## src/rtl/telemetry_tx.sv

```systemverilog
`default_nettype none
// +----------------------------------------------------------------------------+
// | Module   : telemetry_tx                                                    |
// | Purpose  : periodic battery/current/torque snapshot framed as an 8-byte    |
// |            packet and sent over an 8N1 UART on TX                          |
// | Revision : 1.0  initial release                                            |
// +----------------------------------------------------------------------------+
module telemetry_tx #(
  parameter int BAUD_DIV = 5208,
  parameter int PERIOD   = 1048576
) (
  input  logic        clk,
  input  logic        rst,
  input  logic        en,
  input  logic [11:0] batt,
  input  logic [11:0] curr,
  input  logic [11:0] torque,
  output logic        TX,
  output logic        busy,
  output logic        pkt_done
);

  localparam int c_timer_w = (PERIOD > 1) ? $clog2(PERIOD) : 1;
  localparam int c_baud_w  = (BAUD_DIV > 1) ? $clog2(BAUD_DIV) : 1;

  localparam logic [c_timer_w-1:0] c_timer_max     = c_timer_w'(PERIOD - 1);
  localparam logic [c_baud_w-1:0]  c_baud_max      = c_baud_w'(BAUD_DIV - 1);
  localparam logic [3:0]           c_bit_last_data = 4'd8;
  localparam logic [3:0]           c_bit_stop      = 4'd9;
  localparam logic [2:0]           c_idx_last      = 3'd7;

  typedef enum logic [0:0] {
    IDLE = 1'b0,
    XMIT = 1'b1
  } state_t;

  state_t               state_q;
  logic [c_timer_w-1:0] timer_q;
  logic [c_baud_w-1:0]  baud_q;
  logic [3:0]           bit_q;
  logic [2:0]           idx_q;
  logic [11:0]          batt_q;
  logic [11:0]          curr_q;
  logic [11:0]          torque_q;
  logic                 tx_q;
  logic                 busy_q;
  logic                 pkt_done_q;

  logic                 w_tick;
  logic                 w_launch;
  logic [7:0]           w_byte;
  logic                 w_next_bit;

  assign w_tick   = (timer_q == c_timer_max);
  assign w_launch = w_tick & en & (state_q == IDLE);

  // Launch timer runs regardless of link activity so packet spacing stays fixed.
  always_ff @(posedge clk or posedge rst) begin
    if (rst) begin
      timer_q <= '0;
    end else if (w_tick) begin
      timer_q <= '0;
    end else begin
      timer_q <= timer_q + 1'b1;
    end
  end

  always_ff @(posedge clk or posedge rst) begin
    if (rst) begin
      batt_q   <= '0;
      curr_q   <= '0;
      torque_q <= '0;
    end else if (w_launch) begin
      batt_q   <= batt;
      curr_q   <= curr;
      torque_q <= torque;
    end
  end

  always_comb begin
    w_byte = 8'h00;
    case (idx_q)
      3'd0:    w_byte = 8'hAA;
      3'd1:    w_byte = 8'h55;
      3'd2:    w_byte = {4'h0, batt_q[11:8]};
      3'd3:    w_byte = batt_q[7:0];
      3'd4:    w_byte = {4'h0, curr_q[11:8]};
      3'd5:    w_byte = curr_q[7:0];
      3'd6:    w_byte = {4'h0, torque_q[11:8]};
      default: w_byte = torque_q[7:0];
    endcase
  end

  // Level of the bit that follows bit_q: data bits LSB first, then the stop bit.
  assign w_next_bit = (bit_q == c_bit_last_data) ? 1'b1 : w_byte[bit_q[2:0]];

  always_ff @(posedge clk or posedge rst) begin
    if (rst) begin
      state_q    <= IDLE;
      baud_q     <= '0;
      bit_q      <= '0;
      idx_q      <= '0;
      tx_q       <= 1'b1;
      busy_q     <= 1'b0;
      pkt_done_q <= 1'b0;
    end else begin
      pkt_done_q <= 1'b0;
      case (state_q)
        IDLE: begin
          tx_q   <= 1'b1;
          busy_q <= 1'b0;
          if (w_launch) begin
            state_q <= XMIT;
            busy_q  <= 1'b1;
            tx_q    <= 1'b0;
            baud_q  <= '0;
            bit_q   <= '0;
            idx_q   <= '0;
          end
        end
        XMIT: begin
          if (baud_q != c_baud_max) begin
            baud_q <= baud_q + 1'b1;
          end else begin
            baud_q <= '0;
            if (bit_q != c_bit_stop) begin
              bit_q <= bit_q + 1'b1;
              tx_q  <= w_next_bit;
            end else if (idx_q != c_idx_last) begin
              // Next byte's start bit follows the stop bit with no idle gap.
              idx_q <= idx_q + 1'b1;
              bit_q <= '0;
              tx_q  <= 1'b0;
            end else begin
              state_q    <= IDLE;
              tx_q       <= 1'b1;
              busy_q     <= 1'b0;
              pkt_done_q <= 1'b1;
              idx_q      <= '0;
              bit_q      <= '0;
            end
          end
        end
        default: begin
          state_q <= IDLE;
        end
      endcase
    end
  end

  assign TX       = tx_q;
  assign busy     = busy_q;
  assign pkt_done = pkt_done_q;

endmodule
`default_nettype wire
```

## config.mk

```make
export PLATFORM = sky130hd
export DESIGN_NAME = telemetry_tx
export DESIGN_NICKNAME = d
export VERILOG_FILES = /design/src/rtl/telemetry_tx.sv
export SDC_FILE = /design/constraint.sdc
export NUM_CORES = 1
export LEC_CHECK = 0
export CORE_ASPECT_RATIO = 2
export CORE_UTILIZATION = 45
export DETAILED_ROUTE_END_ITERATION = 12
export GPL_TIMING_DRIVEN = 0
export MAX_ROUTING_LAYER = met4
export PLACE_DENSITY = 0.75
export SKIP_LAST_GASP = 1
export SYNTH_ARGS = -nofsm -noshare
export SYNTH_HDL_FRONTEND = slang
export SYNTH_SLANG_ARGS = --single-unit
```

## constraint.sdc

```tcl
create_clock -name clk -period 3.4 [get_ports clk]
set_input_delay 0.68 -clock clk [delete_from_list [all_inputs] [get_ports clk]]
set_output_delay 0.68 -clock clk [all_outputs]
set_load 0.05 [all_outputs]
```

==> results of run 1 <==
## sequential cells by signal (all words and copies together) (netlist names)
name / flops
timer_q: 20
baud_q: 13
batt_q: 12
curr_q: 12
torque_q: 12
bit_q: 4
idx_q: 3
TX: 1
busy: 1
pkt_done: 1
state_q: 1
## report_power, final
group / switching [mW] / total [mW] / internal [mW] / leakage [nW]
clock: 0.383 / 1.03 / 0.643 / 0.159
sequential: 0 / 0.952 / 0.952 / 1.02
combinational: 0.0251 / 0.0661 / 0.0411 / 1.11
total: 0.408 / 2.04 / 1.64 / 2.29
## stage by stage
stage	setup slack [ns]	hold WS, ns	instance area [µm²]	setup TNS (ns)
after global placement	-0.490	0.451	4490	-38.29
after global routing	0.534	0.489	4840	0
after floorplan	0.670	0.430	3960	0
after CTS	0.741	0.465	4840	0
after detailed placement	0.753	0.453	4510	0
final	0.699	0.461	4840	0
## path summary, 6_finish.rpt
kind / end / slack, ns / cells past startpoint
min in group asynchronous: torque_q[9] / 0.73 / 2
max in group asynchronous: TX / 2.02 / 3
worst min register to register: torque_q[3] / 0.46 / 2
worst min-delay path: torque_q[3] / 0.46 / 2
worst max register to register: TX / 0.70 / 10
worst max-delay path: TX / 0.70 / 10
## metal layers
layer | wire length (µm) | global-route usage (%)
met5 | 0 | -
met4 | 408 | 15.3
met3 | 232 | 3.04
met2 | 5090 | 40.3
met1 | 3290 | 25.1
## final cells by class
cell class | count | area [µm²] | area share, %
Sequential cell | 80 | 2000 | 41.4
Multi-Input combinational cell | 326 | 1800 | 37.3
Timing Repair Buffer | 42 | 430 | 8.90
Clock buffer | 9 | 225 | 4.66
Tap cell | 100 | 125 | 2.59
Buffer | 18 | 119 | 2.46
Clock inverter | 7 | 96.3 | 1.99
Inverter | 8 | 32.5 | 0.673
## worst register-to-register path, cell delays in order (launching register included)
cell and delay, ns:
sky130_fd_sc_hd__dfrtp_1 0.46, sky130_fd_sc_hd__clkbuf_8 0.22, sky130_fd_sc_hd__inv_1 0.11, sky130_fd_sc_hd__ha_1 0.22, sky130_fd_sc_hd__buf_6 0.14, sky130_fd_sc_hd__or4_4 0.54
sky130_fd_sc_hd__o21ai_2 0.14, sky130_fd_sc_hd__a31oi_1 0.07, sky130_fd_sc_hd__a2111oi_0 0.38, sky130_fd_sc_hd__and3_1 0.24, sky130_fd_sc_hd__o211ai_2 0.09
## kinds of logic (layout without fill, tap and decap cells)
logic type / after synthesis / after routing / share of synthesized area, %
AOI/OAI and AO/OA: 63 / 63 / 10.3
xor gates and xnor gates: 18 / 18 / 3.98
adders and majority gates: 8 / 8 / 2.53
buffers and inverters: 26 / 84 / 3.76
DFF: 80 / 80 / 50.6
muxes: 5 / 5 / 1.36
and+or+nand+nor: 232 / 232 / 27.4
## Yosys cell counts (4+ instances only)
cell	number	area, µm²
sky130_fd_sc_hd__nand2_1	138	518
sky130_fd_sc_hd__dfrtp_1	79	1980
sky130_fd_sc_hd__nor2_1	25	93.8
sky130_fd_sc_hd__o21ai_0	25	125
sky130_fd_sc_hd__nand3_1	19	95.1
sky130_fd_sc_hd__and3_1	10	62.6
sky130_fd_sc_hd__xnor2_1	10	87.6
sky130_fd_sc_hd__clkbuf_1	8	30.0
sky130_fd_sc_hd__ha_1	8	100
sky130_fd_sc_hd__inv_1	8	30.0
sky130_fd_sc_hd__xor2_1	8	70.1
sky130_fd_sc_hd__a21oi_1	7	35.0
sky130_fd_sc_hd__nand4_1	7	43.8
sky130_fd_sc_hd__nor2b_1	6	37.5
sky130_fd_sc_hd__a31oi_1	5	31.3
sky130_fd_sc_hd__buf_2	5	25.0
sky130_fd_sc_hd__o31ai_1	5	37.5
sky130_fd_sc_hd__nand2b_1	4	25.0
==> flow_summary.yaml, run 1 <==
outcome:
  outcome: "finished, final reports clean"
clocking:
  ctsResizeCount: 0
  cts-root-to-sink-buffers: 2
  tritoncts.num_buffers: 9
  hold_buffers: 0
  cts_post_setup_buffers_inserted: 0
  clock_tree.root_cell: "sky130_fd_sc_hd__clkbuf_16"
  tritoncts_num_sinks: 80
  clkTransAtPathRegs_ns: 0.06
  cts_tree: "built"
  clk_latency_ns: 0.34
  htree_levels: 3
yosys:
  async_set_or_reset_register_ratio_after_synthesis_pct: 100
  yosys_warnings: 0
  synth.distinct_cells: 51
  yosysSeqAreaShare_pct: 50.6
  postSynth.topFlopCell: "sky130_fd_sc_hd__dfrtp_1"
  yosys_register_bits: 80
  synth_area_mm2: 0.00396
  synth_enable_flop_cells: 0
  syn_area_per_cell_um2: 9.16
  post_synth_inst_count: 432
  synthesis.nets: 479
grt:
  grt_overflow: 0
  grt.total_usage_pct: 23.9
  first_pass_grt_wire_length_um: 15800
  antenna_violations_before_repair: 0
  first_global_vias: 3425
  grt_start_max_net_pins: 42
power_and_ir_drop:
  fin_total_pwr_mw: 2.04
  p_leak_nw: 2.29
  vdd_ir_drop_max_mv: 0.303
  power.density_cell_area_mw_per_mm2: 423
timing:
  timing_max_transition_violations_final: 0
  skew_ns: 0.00631
  final_hold_viol_count: 0
  final.period_utilization_pct: 79.5
  rsz0062_at_grt: "false"
  report.final.setup_viol: 0
  tightest_slew_ns: 0.918
  fmax_mhz: 370
  period_needed_ns: 2.70
  slew-limit-headroom_pct: 38.3
cells_and_area:
  final_common_cell: "sky130_fd_sc_hd__nand2_1"
  design.final.nets: 532
  layout.cells.most_common_list: "138 x sky130_fd_sc_hd__nand2_1, 79 x sky130_fd_sc_hd__dfrtp_1, 41 x sky130_fd_sc_hd__clkdlybuf4s50_1"
  fill_cells: 769
  post_route_cells_drive_above_1_share_pct: 8.57
  antenna_cells_inserted: 0
  layout.cells.non_filler: 590
  area_growth_pct: 22.2
  finish.utilization_pct: 56.3
drt:
  avgRoutedWirePerCell_um: 15.3
  drt_wl_total_um: 9020
  detail_route.first_pass.iterations: 4
  detail_route.drc_violations: 0
  antenna_violating_nets_post_route: 0
  dr.first_iter.drc_count: 216
  routed_via_density: 5.51
  vias: 3251
floorplan:
  fp.coreArea_mm2: 0.00859
  initial_core_util_pct: 46.1
  placement_rows: 48
  die-area_mm2: 0.00919
  io_pins: 42
  die_height_um: 135
  die_width_um: 68.3
place:
  placedCellCount: 574
  gp_routability_congestion: 0.920
  half_perimeter_wire_length_after_detailed_placement_um: 6840
  port_buffers: 41
setup_path:
  worst_ep_arrival_time_ns: 2.96
  timing_worst_setup_path_type: "flip-flop to flip-flop"
  critPathLaunchType: "flip-flop"
  critPathMaxStageDelay_ns: 0.54
  worst_ep_required_time_ns: 3.65
  cp_slowest_cell: "sky130_fd_sc_hd__or4_4"
  endpoint_kind: "flip-flop"
  critical-path-top-delay-family: "simple AND/OR/NAND/NOR gates"
  cp_num_buf_inv: 3
  rr_startpoint: "idx_q[2]"
  worstPathCellList: "clkbuf_8 > inv_1 > ha_1 > buf_6 > or4_4 > o21ai_2 > a31oi_1 > a2111oi_0 > and3_1 > o211ai_2"
  biggest_fanout_along_the_worst_timing_path: 10
  worstSetupStartpoint: "idx_q[2]"
worst_hold_path:
  worst_hold_path_type: "flip-flop to flip-flop"
  hold_start: "torque_q[3]"
job:
  maxCapViolations: 0
Note: power is estimated with default switching activity, not from simulation.
==> run 2, diff against run 1 <==
clock period = 2.5 ns   (was 3.4 ns; I/O delays follow)
==> run 2 against run 1 <==
Wire length decreased by 0.74%. Clock-buffer cell count increased by 4. Die area unchanged. Clock power increased by 26%. First-iteration DRC count decreased by 4.2%. Sequential share of layout area decreased by 0.49 points. Via count increased by 2.2%.
==> flow_summary.yaml, run 2 (same netlist as run 1, synthesis figures left out) <==
cells_and_area:
  final_common_cell: "sky130_fd_sc_hd__nand2_1"
  design.final.nets: 540
  layout.cells.most_common_list: "138 x sky130_fd_sc_hd__nand2_1, 78 x sky130_fd_sc_hd__dfrtp_1, 41 x sky130_fd_sc_hd__clkdlybuf4s50_1"
  final_standard_cell_area_without_fillers_mm2: 0.00490
  post_route_cells_drive_above_1_share_pct: 10.6
  antenna_cells_inserted: 0
  top_regs: "timer_q (20), baud_q (13)"
  area_growth_pct: 23.8
  largest_register_ffs: 20
  max_flop_register: "timer_q"
job:
  maxCapViolations: 0
clocking:
  htree_levels: 3
  cts_tree: "built"
  tritoncts_num_sinks: 80
  cts-root-to-sink-buffers: 2
  clk_latency_ns: 0.33
  clkTransAtPathRegs_ns: 0.06
  clock_tree.root_cell: "sky130_fd_sc_hd__clkbuf_16"
  tritoncts.num_buffers: 9
timing:
  final_hold_viol_count: 0
  final.period_utilization_pct: 95.4
  report.final.setup_viol: 0
  period_needed_ns: 2.39
  slew-limit-headroom_pct: 43.3
  timing_max_transition_violations_final: 0
  fmax_mhz: 419
  finalWorstSetupSlack_ns: 0.114
  timing.hold.ws_ns: 0.466
  tightest_slew_ns: 0.843
  skew_ns: 0.00362
setup_path:
  endpoint_kind: "flip-flop"
  biggest_fanout_along_the_worst_timing_path: 10
  critPathLaunchType: "flip-flop"
  worst-r2r-setup-slack_ns: 0.11
  reg2regPathDepth: 10
  critical-path-top-delay-family: "simple AND/OR/NAND/NOR gates"
  cp_num_buf_inv: 3
  worstReg2RegEnd: "TX"
  critPathMaxStageDelay_ns: 0.39
  worstPathCellList: "buf_8 > clkinvlp_4 > ha_1 > buf_6 > nor4_4 > nand2_1 > a221oi_2 > nor4b_1 > or3_1 > o211ai_2"
  cp_slowest_cell: "sky130_fd_sc_hd__dfrtp_1"
  rr_startpoint: "idx_q[2]"
  worst_ep_arrival_time_ns: 2.65
  timing_worst_setup_path_type: "flip-flop to flip-flop"
  worst_ep_required_time_ns: 2.77
drt:
  dr.first_iter.drc_count: 207
  routed_via_density: 5.56
  drt_wl_total_um: 8950
  detail_route.drc_violations: 0
  detail_route.first_pass.iterations: 4
  vias: 3324
  antenna_violating_nets_post_route: 0
  avgRoutedWirePerCell_um: 15.0
floorplan:
  die_width_um: 68.3
  placement_rows: 48
  fp.coreArea_mm2: 0.00859
  die_height_um: 135
  io_pins: 42
  initial_core_util_pct: 46.1
  die-area_mm2: 0.00919
outcome:
  outcome: "finished, final reports clean"
power_and_ir_drop:
  vdd_ir_drop_max_mv: 0.437
  p_leak_nw: 2.31
  fin_total_pwr_mw: 2.69
  power.density_cell_area_mw_per_mm2: 549
worst_hold_path:
  holdPathEnd: "torque_q[3]"
  worst_hold_path_type: "flip-flop to flip-flop"
  timing.hold.worst_path_depth: 2
  hold_start: "torque_q[3]"
grt:
  first_global_vias: 3298
  first_pass_grt_wire_length_um: 15100
  grt.total_usage_pct: 22.7
  grt_overflow: 0
  grt_start_max_net_pins: 44
  antenna_violations_before_repair: 0
place:
  postPlaceCellArea_mm2: 0.00452
  gp_routability_congestion: 0.950
  dp_worst_setup_slack_ns: -0.0965
  port_buffers: 41
  half_perimeter_wire_length_after_detailed_placement_um: 6520
## run 2: worst max path at each step
stage,to,from,cells past startpoint
after global placement,TX,idx_q[2],10
after floorplan,TX,idx_q[2],10
after CTS,TX,idx_q[2],10
final,TX,idx_q[2],10
after global routing,TX,idx_q[2],10
after detailed placement,TX,idx_q[2],10
## run 2: area by class of cell
type,count,area [µm²]
fill,767,3690
sequential,80,2000
multi-input combinational,326,1820
timing repair buffer,50,490
clock buffer,13,260
tap,100,125
buffer,18,120
clock inverter,3,40.0
inverter,8,37.5
## run 2: where the power goes
group	internal, mW	switching, mW
logic	0.0560	0.0346
registers	1.30	0
clock network	0.824	0.479
total	2.18	0.514
## run 2: metal layers
layer / part of all wire [%] / up-vias / global-route usage [%]
met4: 4.4 / 0 / 13.1
met5: 0 / - / -
li1: - / 1598 / -
met3: 2.9 / 27 / 4.81
met2: 54 / 85 / 36.9
met1: 38 / 1614 / 24.7
## run 2: what timing repair did
item | 4_1_cts | 5_1_grt
gates resized for setup | 0 | 8
endpoints found under the setup margin | 1 | 2
hold buffers | 0 | 0
gates cloned | 0 | 0
setup buffers | 1 | 7
pin swaps | 2 | 5
## run 2: worst register-to-register path, stage by stage, from the launching register on
cell and delay, ns:
sky130_fd_sc_hd__dfrtp_1 0.39, sky130_fd_sc_hd__buf_8 0.12, sky130_fd_sc_hd__clkinvlp_4 0.09, sky130_fd_sc_hd__ha_1 0.22
sky130_fd_sc_hd__buf_6 0.14, sky130_fd_sc_hd__nor4_4 0.38, sky130_fd_sc_hd__nand2_1 0.15, sky130_fd_sc_hd__a221oi_2 0.28
sky130_fd_sc_hd__nor4b_1 0.08, sky130_fd_sc_hd__or3_1 0.33, sky130_fd_sc_hd__o211ai_2 0.14
## run 2: per-stage QoR
| stage | setup TNS (ns) | std cells | utilization, % |
|---|---|---|---|
| finish | 0 | 598 | 57.0 |
| floorplan | 0 | 432 | - |
| global placement | -0.0708 | 573 | 52.3 |
| global route | -0.0504 | 598 | 57.0 |
| detailed placement | -0.0965 | 574 | 52.6 |
| CTS | 0 | 591 | 56.2 |
